--- config.mk ---
export PLATFORM = sky130hd
export DESIGN_NAME = tx_crc_sequencer
export DESIGN_NICKNAME = d
export VERILOG_FILES = /design/src/rtl/tx_crc_sequencer.sv
export SDC_FILE = /design/constraint.sdc
export NUM_CORES = 1
export LEC_CHECK = 0
export CAP_MARGIN = 10
export CORE_MARGIN = 2
export CORE_UTILIZATION = 48
export CTS_CLUSTER_DIAMETER = 200
export DETAILED_ROUTE_END_ITERATION = 10
export PLACE_DENSITY = 0.73
export SLEW_MARGIN = 20
export SYNTH_ARGS = -nofsm -noshare
export SYNTH_HDL_FRONTEND = slang
export SYNTH_SLANG_ARGS = --single-unit
--- constraint.sdc ---
create_clock -name clk -period 2 [get_ports clk]
set_input_delay 0.2 -clock clk [delete_from_list [all_inputs] [get_ports clk]]
set_output_delay 0.2 -clock clk [all_outputs]
set_load 0.02 [all_outputs]
--- src/rtl/tx_crc_sequencer.sv ---
// tx_crc_sequencer
// Packet-level transmit controller. Serialises the PID byte ({~pid,pid}) and
// the payload bytes LSB first toward the bit stuffer, feeds payload bits to the
// CRC16 calculator, then appends the inverted CRC16 MSB first and flags EOP.
//
// Ports
//   clk, n_rst              clock (rising edge), asynchronous active-low reset
//   tx_start, tx_abort      packet start (IDLE only) / synchronous abort
//   pid                     PID nibble
//   data_valid/byte/last    payload source; data_ready is the accept strobe
//   crc_bit, crc_new_bit    serial bit + strobe toward the CRC calculator
//   crc_clear, crc_calc     CRC calculator reset / calculate controls
//   crc_send, crc_bytes     CRC result handshake and value
//   tx_bit, tx_bit_valid    serial output bit + qualifying strobe
//   tx_eop, busy            end-of-packet pulse, non-idle indicator
//   err_underrun            payload byte missing at a byte boundary
//   err_crc_timeout         CRC result did not arrive in time
module tx_crc_sequencer #(
  parameter int BIT_PERIOD  = 8,
  parameter int CRC_TIMEOUT = 64
) (
  input  logic        clk,
  input  logic        n_rst,
  input  logic        tx_start,
  input  logic        tx_abort,
  input  logic [3:0]  pid,
  input  logic        data_valid,
  input  logic [7:0]  data_byte,
  input  logic        data_last,
  output logic        data_ready,
  output logic        crc_bit,
  output logic        crc_new_bit,
  output logic        crc_clear,
  output logic        crc_calc,
  input  logic        crc_send,
  input  logic [15:0] crc_bytes,
  output logic        tx_bit,
  output logic        tx_bit_valid,
  output logic        tx_eop,
  output logic        busy,
  output logic        err_underrun,
  output logic        err_crc_timeout
);

  localparam int BW = $clog2(BIT_PERIOD);
  localparam int WW = $clog2(CRC_TIMEOUT + 1);
  localparam logic [BW-1:0] BAUD_LAST = BW'(BIT_PERIOD - 1);
  localparam logic [BW-1:0] BAUD_ONE  = BW'(1);
  localparam logic [WW-1:0] WAIT_LAST = WW'(CRC_TIMEOUT);
  localparam logic [WW-1:0] WAIT_ONE  = WW'(1);

  typedef enum logic [2:0] {
    S_IDLE     = 3'd0,
    S_CLEAR    = 3'd1,
    S_PID      = 3'd2,
    S_LOAD     = 3'd3,
    S_DATA     = 3'd4,
    S_CRC_WAIT = 3'd5,
    S_CRC      = 3'd6,
    S_EOP      = 3'd7
  } state_t;

  state_t        state_r, state_s;
  logic [BW-1:0] baud_r, baud_s;
  logic [4:0]    bit_cnt_r, bit_cnt_s;
  logic [WW-1:0] wait_r, wait_s;
  logic [15:0]   shreg_r, shreg_s;
  logic          last_r, last_s;
  logic          clr_pend_r, clr_pend_s;   // crc_clear owed in the cycle after an abort

  logic bit_state_s, wrap_s, emit_s, out_bit_s;

  // Bit engine decode: emit cycle and the bit currently at the shift-out end.
  always_comb begin
    bit_state_s = (state_r == S_PID) || (state_r == S_DATA) || (state_r == S_CRC);
    wrap_s      = (baud_r == BAUD_LAST);
    emit_s      = bit_state_s && wrap_s && !tx_abort;
    // PID/DATA shift out LSB first, CRC shifts out MSB first.
    if (state_r == S_CRC) out_bit_s = shreg_r[15];
    else                  out_bit_s = shreg_r[0];
  end

  // Next-state and datapath update; abort overrides every state.
  always_comb begin
    state_s    = state_r;
    baud_s     = baud_r;
    bit_cnt_s  = bit_cnt_r;
    wait_s     = wait_r;
    shreg_s    = shreg_r;
    last_s     = last_r;
    clr_pend_s = 1'b0;
    if (tx_abort) begin
      state_s    = S_IDLE;
      clr_pend_s = 1'b1;
    end else begin
      case (state_r)
        S_IDLE: begin
          if (tx_start) state_s = S_CLEAR;
          else          state_s = S_IDLE;
        end
        S_CLEAR: begin
          shreg_s   = {8'h00, ~pid, pid};
          bit_cnt_s = 5'd0;
          baud_s    = {BW{1'b0}};
          state_s   = S_PID;
        end
        S_PID, S_DATA, S_CRC: begin
          if (wrap_s) begin
            baud_s    = {BW{1'b0}};
            bit_cnt_s = bit_cnt_r + 5'd1;
            if (state_r == S_CRC) begin
              shreg_s = {shreg_r[14:0], 1'b0};
              if (bit_cnt_r == 5'd15) state_s = S_EOP;
              else                    state_s = S_CRC;
            end else begin
              shreg_s = {1'b0, shreg_r[15:1]};
              if (bit_cnt_r != 5'd7) begin
                state_s = state_r;
              end else if ((state_r == S_DATA) && last_r) begin
                state_s = S_CRC_WAIT;
                wait_s  = {WW{1'b0}};
              end else begin
                state_s = S_LOAD;
              end
            end
          end else begin
            baud_s = baud_r + BAUD_ONE;
          end
        end
        S_LOAD: begin
          // Baud counter keeps running so bit spacing is unbroken across LOAD.
          baud_s = baud_r + BAUD_ONE;
          if (data_valid) begin
            shreg_s   = {8'h00, data_byte};
            last_s    = data_last;
            bit_cnt_s = 5'd0;
            state_s   = S_DATA;
          end else begin
            state_s    = S_IDLE;
            clr_pend_s = 1'b1;
          end
        end
        S_CRC_WAIT: begin
          baud_s = {BW{1'b0}};
          if (crc_send) begin
            shreg_s   = ~crc_bytes;
            bit_cnt_s = 5'd0;
            state_s   = S_CRC;
          end else if (wait_r == WAIT_LAST) begin
            state_s    = S_IDLE;
            clr_pend_s = 1'b1;
          end else begin
            wait_s = wait_r + WAIT_ONE;
          end
        end
        S_EOP: begin
          state_s = S_IDLE;
        end
        default: begin
          state_s = S_IDLE;
        end
      endcase
    end
  end

  // State and datapath registers.
  always_ff @(posedge clk or negedge n_rst) begin
    if (!n_rst) begin
      state_r    <= S_IDLE;
      baud_r     <= {BW{1'b0}};
      bit_cnt_r  <= 5'd0;
      wait_r     <= {WW{1'b0}};
      shreg_r    <= 16'h0000;
      last_r     <= 1'b0;
      clr_pend_r <= 1'b0;
    end else begin
      state_r    <= state_s;
      baud_r     <= baud_s;
      bit_cnt_r  <= bit_cnt_s;
      wait_r     <= wait_s;
      shreg_r    <= shreg_s;
      last_r     <= last_s;
      clr_pend_r <= clr_pend_s;
    end
  end

  // Output decode; one-cycle strobes are suppressed in an abort cycle.
  always_comb begin
    busy            = (state_r != S_IDLE);
    crc_clear       = (state_r == S_CLEAR) || clr_pend_r;
    crc_calc        = (state_r == S_CRC_WAIT) || (state_r == S_CRC);
    data_ready      = (state_r == S_LOAD) && !tx_abort;
    tx_bit_valid    = emit_s;
    tx_bit          = emit_s && out_bit_s;
    crc_new_bit     = emit_s && (state_r == S_DATA);
    crc_bit         = emit_s && (state_r == S_DATA) && out_bit_s;
    tx_eop          = (state_r == S_EOP) && !tx_abort;
    err_underrun    = (state_r == S_LOAD) && !data_valid && !tx_abort;
    err_crc_timeout = (state_r == S_CRC_WAIT) && !crc_send && (wait_r == WAIT_LAST) && !tx_abort;
  end

endmodule

* After elaboration in Yosys (flattened, before gate mapping)
Cells that the tools add are included.
** Storage, ports and cells
- Word-level logic and storage cells :: 102
- Register bits :: 36
** Operators by class
- Reductions and logical operators :: 32
- Bitwise logic cells :: 3
- Muxes and demuxes :: 35
- Equal/unequal tests :: 22
- Add/sub/neg operators :: 3
** Operators with widths (number)
- 16-bit two-way mux :: 4
- 16-bit one-hot mux with 4 select lines :: 1
- 7-bit two-way mux :: 6
- 3-bit two-way mux :: 9
- 5-bit one-hot mux with 4 select lines :: 1
- 3-bit one-hot mux with 6 select lines :: 1
- 2-bit != test, second input constant :: 8
- 16-bit inverter :: 1
- 3-bit == test, second input constant :: 5
- 5-bit two-way mux :: 3
- 7-bit one-hot mux with 2 select lines :: 1
- 1-bit logical AND :: 13
- 3-bit one-hot mux with 3 select lines :: 1
- 4-bit != test, second input constant :: 2
- 8-bit AND reduction :: 1
- 7-bit by 1-bit adder with 7-bit output, second input constant :: 1
- 7-bit == test, second input constant :: 1
- 1-bit two-way mux :: 7
- 3-bit by 2-bit == test with 1-bit output, second input constant :: 2
- 3-bit AND reduction :: 2
- 3-bit nonzero test :: 2
- 5-bit by 1-bit adder with 5-bit output, second input constant :: 1
- 5-bit by 4-bit == test with 1-bit output, second input constant :: 1
- 5-bit by 3-bit != test with 1-bit output, second input constant :: 1
- other kinds (15) :: 20

* Longest topological paths before layout
- Word-level depth :: 8
- Gate-level depth with buffers :: 8
- Depth with buffers taken out :: 7

* Worst setup path before layout
No wires, ideal clock.
- Path kind :: flip-flop to output port
- Start point :: register state_r[2]
- End point :: output port err_underrun
- Required time :: 1.800 ns
- Slack :: 0.069 ns
- Cell stages (with the launch flop) :: 6
- Arrival time :: 1.731 ns
- Path through :: dfrtp_1 > buf_6 > buf_2 > buf_2 > buf_1 > nor4_1
** Between the ends
- Longest elaborated chain between the ends :: 3
** Ends and longest elaborated chain
- from (decl) :: RTL line 63 : state_t state_r, state_s;
- from (signal assigned) :: RTL line 177 : state_r <= state_s;
- 3-bit by 2-bit == test with 1-bit output :: RTL line 198 : err_underrun = (state_r == S_LOAD) && !data_valid && !tx_abort;
- 1-bit logical AND (2 in a row) :: RTL line 198
- to (decl) :: RTL line 41 : output logic err_underrun,
Every way passes these cells.

* Final worst setup path
- Start point :: register state_r[1]
- End point :: register wait_r[4]
** Between the ends
- Longest elaborated chain between the ends :: 4
- Elaborated cells between the ends (all ways) :: 15
** Ends and longest elaborated chain
- 3-bit by 2-bit == test with 1-bit output (tied with other cells) :: RTL line 96 : case (state_r)
- 3-bit OR reduction / 1-bit logical AND (equally long branches) :: RTL line 96, 119
- 2-bit != test (no line) / 2-bit nonzero test (equally long branches)
- 8-bit AND reduction (no line)
- to (signal assigned) :: RTL line 172 : wait_r <= {WW{1'b0}};
- to (signal assigned) :: RTL line 180 : wait_r <= wait_s;
- to (decl) :: RTL line 66 : logic [WW-1:0] wait_r, wait_s;
Several ways; a longest one is shown, not always the timed one.
A chain may end at the register's enable or synchronous reset.

==> impl_metrics.py <==
metrics = {
    "clock_network": {
        "cts_buffer_depth": 2,
        "cts_root_buffer": "clkbuf_8",
        "cts_tree": "yes",
        "cts_hold_buf": 0,
        "h-tree-depth": 2,
        "numCtsBuffers": 5,
        "clk_latency_ns": 0.29,
        "clk_pin_slew_ns": 0.08,
        "clkSinkCount": 36,
    },
    "pwr": {
        "p_leak_uw": 0.001649,
        "ir_worst_vdd_mv": 0.7173,
        "powerDensity_mw_per_mm2": 1188,
    },
    "layout": {
        "register_area_um2": 903.4,
        "finish.utilization_pct": 67.21,
        "fin_nets": 462,
        "antenna-diode-count": 0,
        "area_growth_pct": 34.48,
        "multiInputGateArea_mm2": 0.001687,
        "drive_gt1_share_pct": 19.67,
        "fill_cells": 471,
    },
    "die": {
        "ios": 46,
        "initial_utilization_pct": 49.98,
        "fp.dieH_um": 79.95,
        "core-area_mm2": 0.005540,
        "rows": 27,
        "dieArea_mm2": 0.006392,
        "die_w_um": 79.95,
    },
    "sta": {
        "period_needed_ns": 1.954,
        "slew_viol_final": 0,
        "maxSlewHeadroom_pct": 68.27,
        "finClkSkew_ns": 0.01016,
        "rsz0062_at_grt": "yes",
        "hold_viol_final": 0,
        "worstMarginPinSlew_ns": 0.4759,
        "timing.final.crit_share_pct": 97.68,
        "finalSetupViolCount": 0,
        "clock.fmax_mhz": 511.9,
        "worst_slack_ns": 0.04648,
    },
    "placement": {
        "dp.final_hpwl_um": 5193,
        "port_buffers": 45,
        "dpl_worst_slack_ns": -0.03539,
        "place.gp.congestion": 0.8300,
    },
    "setup_path": {
        "path_max_fanout": 6,
        "path_class": "register to register",
        "cpMostUsedCell": "buf_4",
        "reg2reg_slack_ns": 0.05,
        "cp.arrival_ns": 2.19,
        "cp_slowest_stage_delay_ns": 0.51,
        "timing.rr.end": "wait_r[4]$_DFFE_PN0P_",
        "crit_family": "simple AND/OR/NAND/NOR gates",
        "crit_slowest_cell": "or4_4",
        "end_kind": "register",
        "reg2regPathDepth": 7,
        "crit_required_ns": 2.24,
        "worst_setup_path_start_kind": "register",
        "path_cells": "buf_4, buf_4, nand4b_2, o2111a_2, and2_4, or4_4, nand2_2",
        "reg2reg_from": "state_r[1]$_DFFE_PN0P_",
        "crit_buf_inv": 2,
    },
    "synthesis": {
        "synth_flop_cell": "dfrtp_1",
        "post_synth.cell_area_avg_um2": 8.073,
        "ys_seq_elements": 36,
        "synth_top_cells_by_count": "nand2_1 (44), dfrtp_1 (36), nor2_1 (28), a21oi_1 (24)",
        "synth_most_common_cell": "nand2_1",
        "yosysTopAreaCellShare_pct": 32.54,
        "synth.distinct_cells": 62,
        "synthCells": 343,
        "synth_edf_count": 0,
        "async_flop_share_pct": 100.0,
        "syn_nets": 384,
        "yosysWarnings": 0,
        "synth_largest_area_cell": "dfrtp_1",
        "synthTopCellsByArea": "dfrtp_1 (33%), nand2_1 (6.0%), a21oi_1 (4.3%)",
        "syn-cell-area_mm2": 0.002769,
        "synth.yosys.seq_area_share_pct": 32.54,
    },
    "routing": {
        "drt-pass1-iter-count": 4,
        "wire_per_inst_um": 14.90,
        "vias_per_cell": 5.727,
        "drc": 0,
        "wl_um": 7363,
        "postRouteAntennaNets": 0,
        "first_iter_violations": 156,
        "via_count": 2829,
    },
    "outcome": {
        "status": "finished, final reports clean",
    },
    "grt": {
        "grt_pass1_wl_um": 12290,
        "grt_antenna_before_repair": 0,
        "grt_usage_pct": 24.19,
        "grt_max_degree": 37,
        "overflow": 0,
        "grt_pass1_vias": 2717,
    },
    "job": {
        "timing.max_cap.violations": 0,
    },
    "hold_path": {
        "hold_class": "input pin to asynchronous set/reset pin",
    },
}
-- worst register-to-register path, cell delays in order (launching register included) --
cell and delay (ns):
dfrtp_2 0.44, buf_4 0.17, buf_4 0.15, nand4b_2 0.19, o2111a_2 0.20, and2_4 0.17, or4_4 0.51, nand2_2 0.06
-- where the power goes --
part	internal (µW)	switching (µW)	total [µW]	leakage, µW
sequential	940	205	1150	0.000468
combinational	1120	1260	2380	0.00110
clock	624	274	898	0.0000784
total	2680	1740	4420	0.00165
-- cells by family (layout without fill, tap and decap cells) --
logic type / after synthesis / count (layout) / synth area share [%]
muxes: 15 / 15 / 5.739
and+or+nand+nor: 130 / 130 / 24.63
adders and majority gates: 6 / 6 / 2.711
AOI/OAI and AO/OA: 113 / 113 / 27.07
xor gates and xnor gates: 1 / 1 / 0.3164
buffers and inverters: 42 / 121 / 7.004
DFF: 36 / 36 / 32.53
-- flip-flops by register name, indices dropped and copies added, names as in the netlist --
name,cells
shreg_r,16
wait_r,7
bit_cnt_r,5
baud_r,3
state_r,3
clr_pend_r,1
last_r,1
-- metrics by stage --
step / std cells / instance area [µm²] / TNS, ns / total power, µW / hold WS (ns)
2_1_floorplan: 343 / 2769 / 0 / 2683 / -0.09559
3_5_place_dp: 476 / 3493 / -0.06812 / 3398 / 0.4944
5_1_grt: 494 / 3724 / -0.02866 / 4759 / 0.3793
4_1_cts: 492 / 3699 / 0 / 4385 / 0.3529
6_report: 494 / 3724 / 0 / 4423 / 0.3336
3_3_place_gp: 476 / 3493 / -0.006321 / 3334 / 0.4806
-- placed cells by master, fill, tap and decap left out, types with 3 or more instances in the layout --
cell | Yosys | routed
o21ai_1 | 19 | 19
bufinv_16 | 0 | 3
buf_4 | 1 | 51
o211ai_1 | 4 | 4
dfrtp_1 | 36 | 34
and2_1 | 3 | 3
mux2_1 | 4 | 4
ha_1 | 6 | 5
nor2b_1 | 10 | 10
nor2_1 | 28 | 28
dlygate4sd2_1 | 0 | 8
o22ai_1 | 5 | 5
and3_1 | 3 | 3
a221oi_1 | 5 | 5
inv_1 | 16 | 16
a211oi_1 | 7 | 7
a21oi_1 | 24 | 23
nand2_1 | 44 | 43
clkdlybuf4s50_1 | 0 | 34
o21ai_0 | 19 | 19
a22oi_1 | 3 | 3
nand2b_1 | 5 | 5
mux2_2 | 3 | 3
nor3b_1 | 3 | 3
a31oi_1 | 4 | 4
nor3_1 | 6 | 6
mux2i_1 | 8 | 8
or3_1 | 4 | 4
clkbuf_8 | 0 | 5
nand3_1 | 8 | 8
-- how the worst max path moves through the flow --
stage | startpoint | end | slack, ns | cells after the start
finish | state_r[1]$_DFFE_PN0P_ | wait_r[4]$_DFFE_PN0P_ | 0.05 | 7
global route | state_r[1]$_DFFE_PN0P_ | wait_r[4]$_DFFE_PN0P_ | -0.02 | 7
CTS | baud_r[0]$_DFFE_PN0P_ | tx_bit_valid | 0.008 | 5
detailed placement | tx_abort | data_ready | -0.04 | 4
global placement | tx_abort | tx_bit | -0.006 | 5
floorplan | state_r[2]$_DFFE_PN0P_ | err_underrun | 0.07 | 5
-- area by class of cell --
type | count | share of cell area [%]
clock buffers | 5 | 1.848
clock inverters | 3 | 2.419
well taps | 72 | 2.419
multi-input cells | 265 | 45.30
inverters | 16 | 1.613
flip-flops and latches | 36 | 24.26
repair buffers | 97 | 22.14
-- repair_timing --
item	CTS	global route
buffers inserted	8	2
pin swaps	1	3
endpoints found under the setup margin	11	13
gates resized for setup	11	11
-- per-layer routing --
layer	vias to the layer above	part of all wire (%)	GRT usage [%]
li1	1406	-	-
met1	1337	46	31.23
met2	68	48	40.67
met3	18	3.7	4.638
met4	0	2.1	7.627
met5	-	0	0
(Power assumes the default switching activity.)
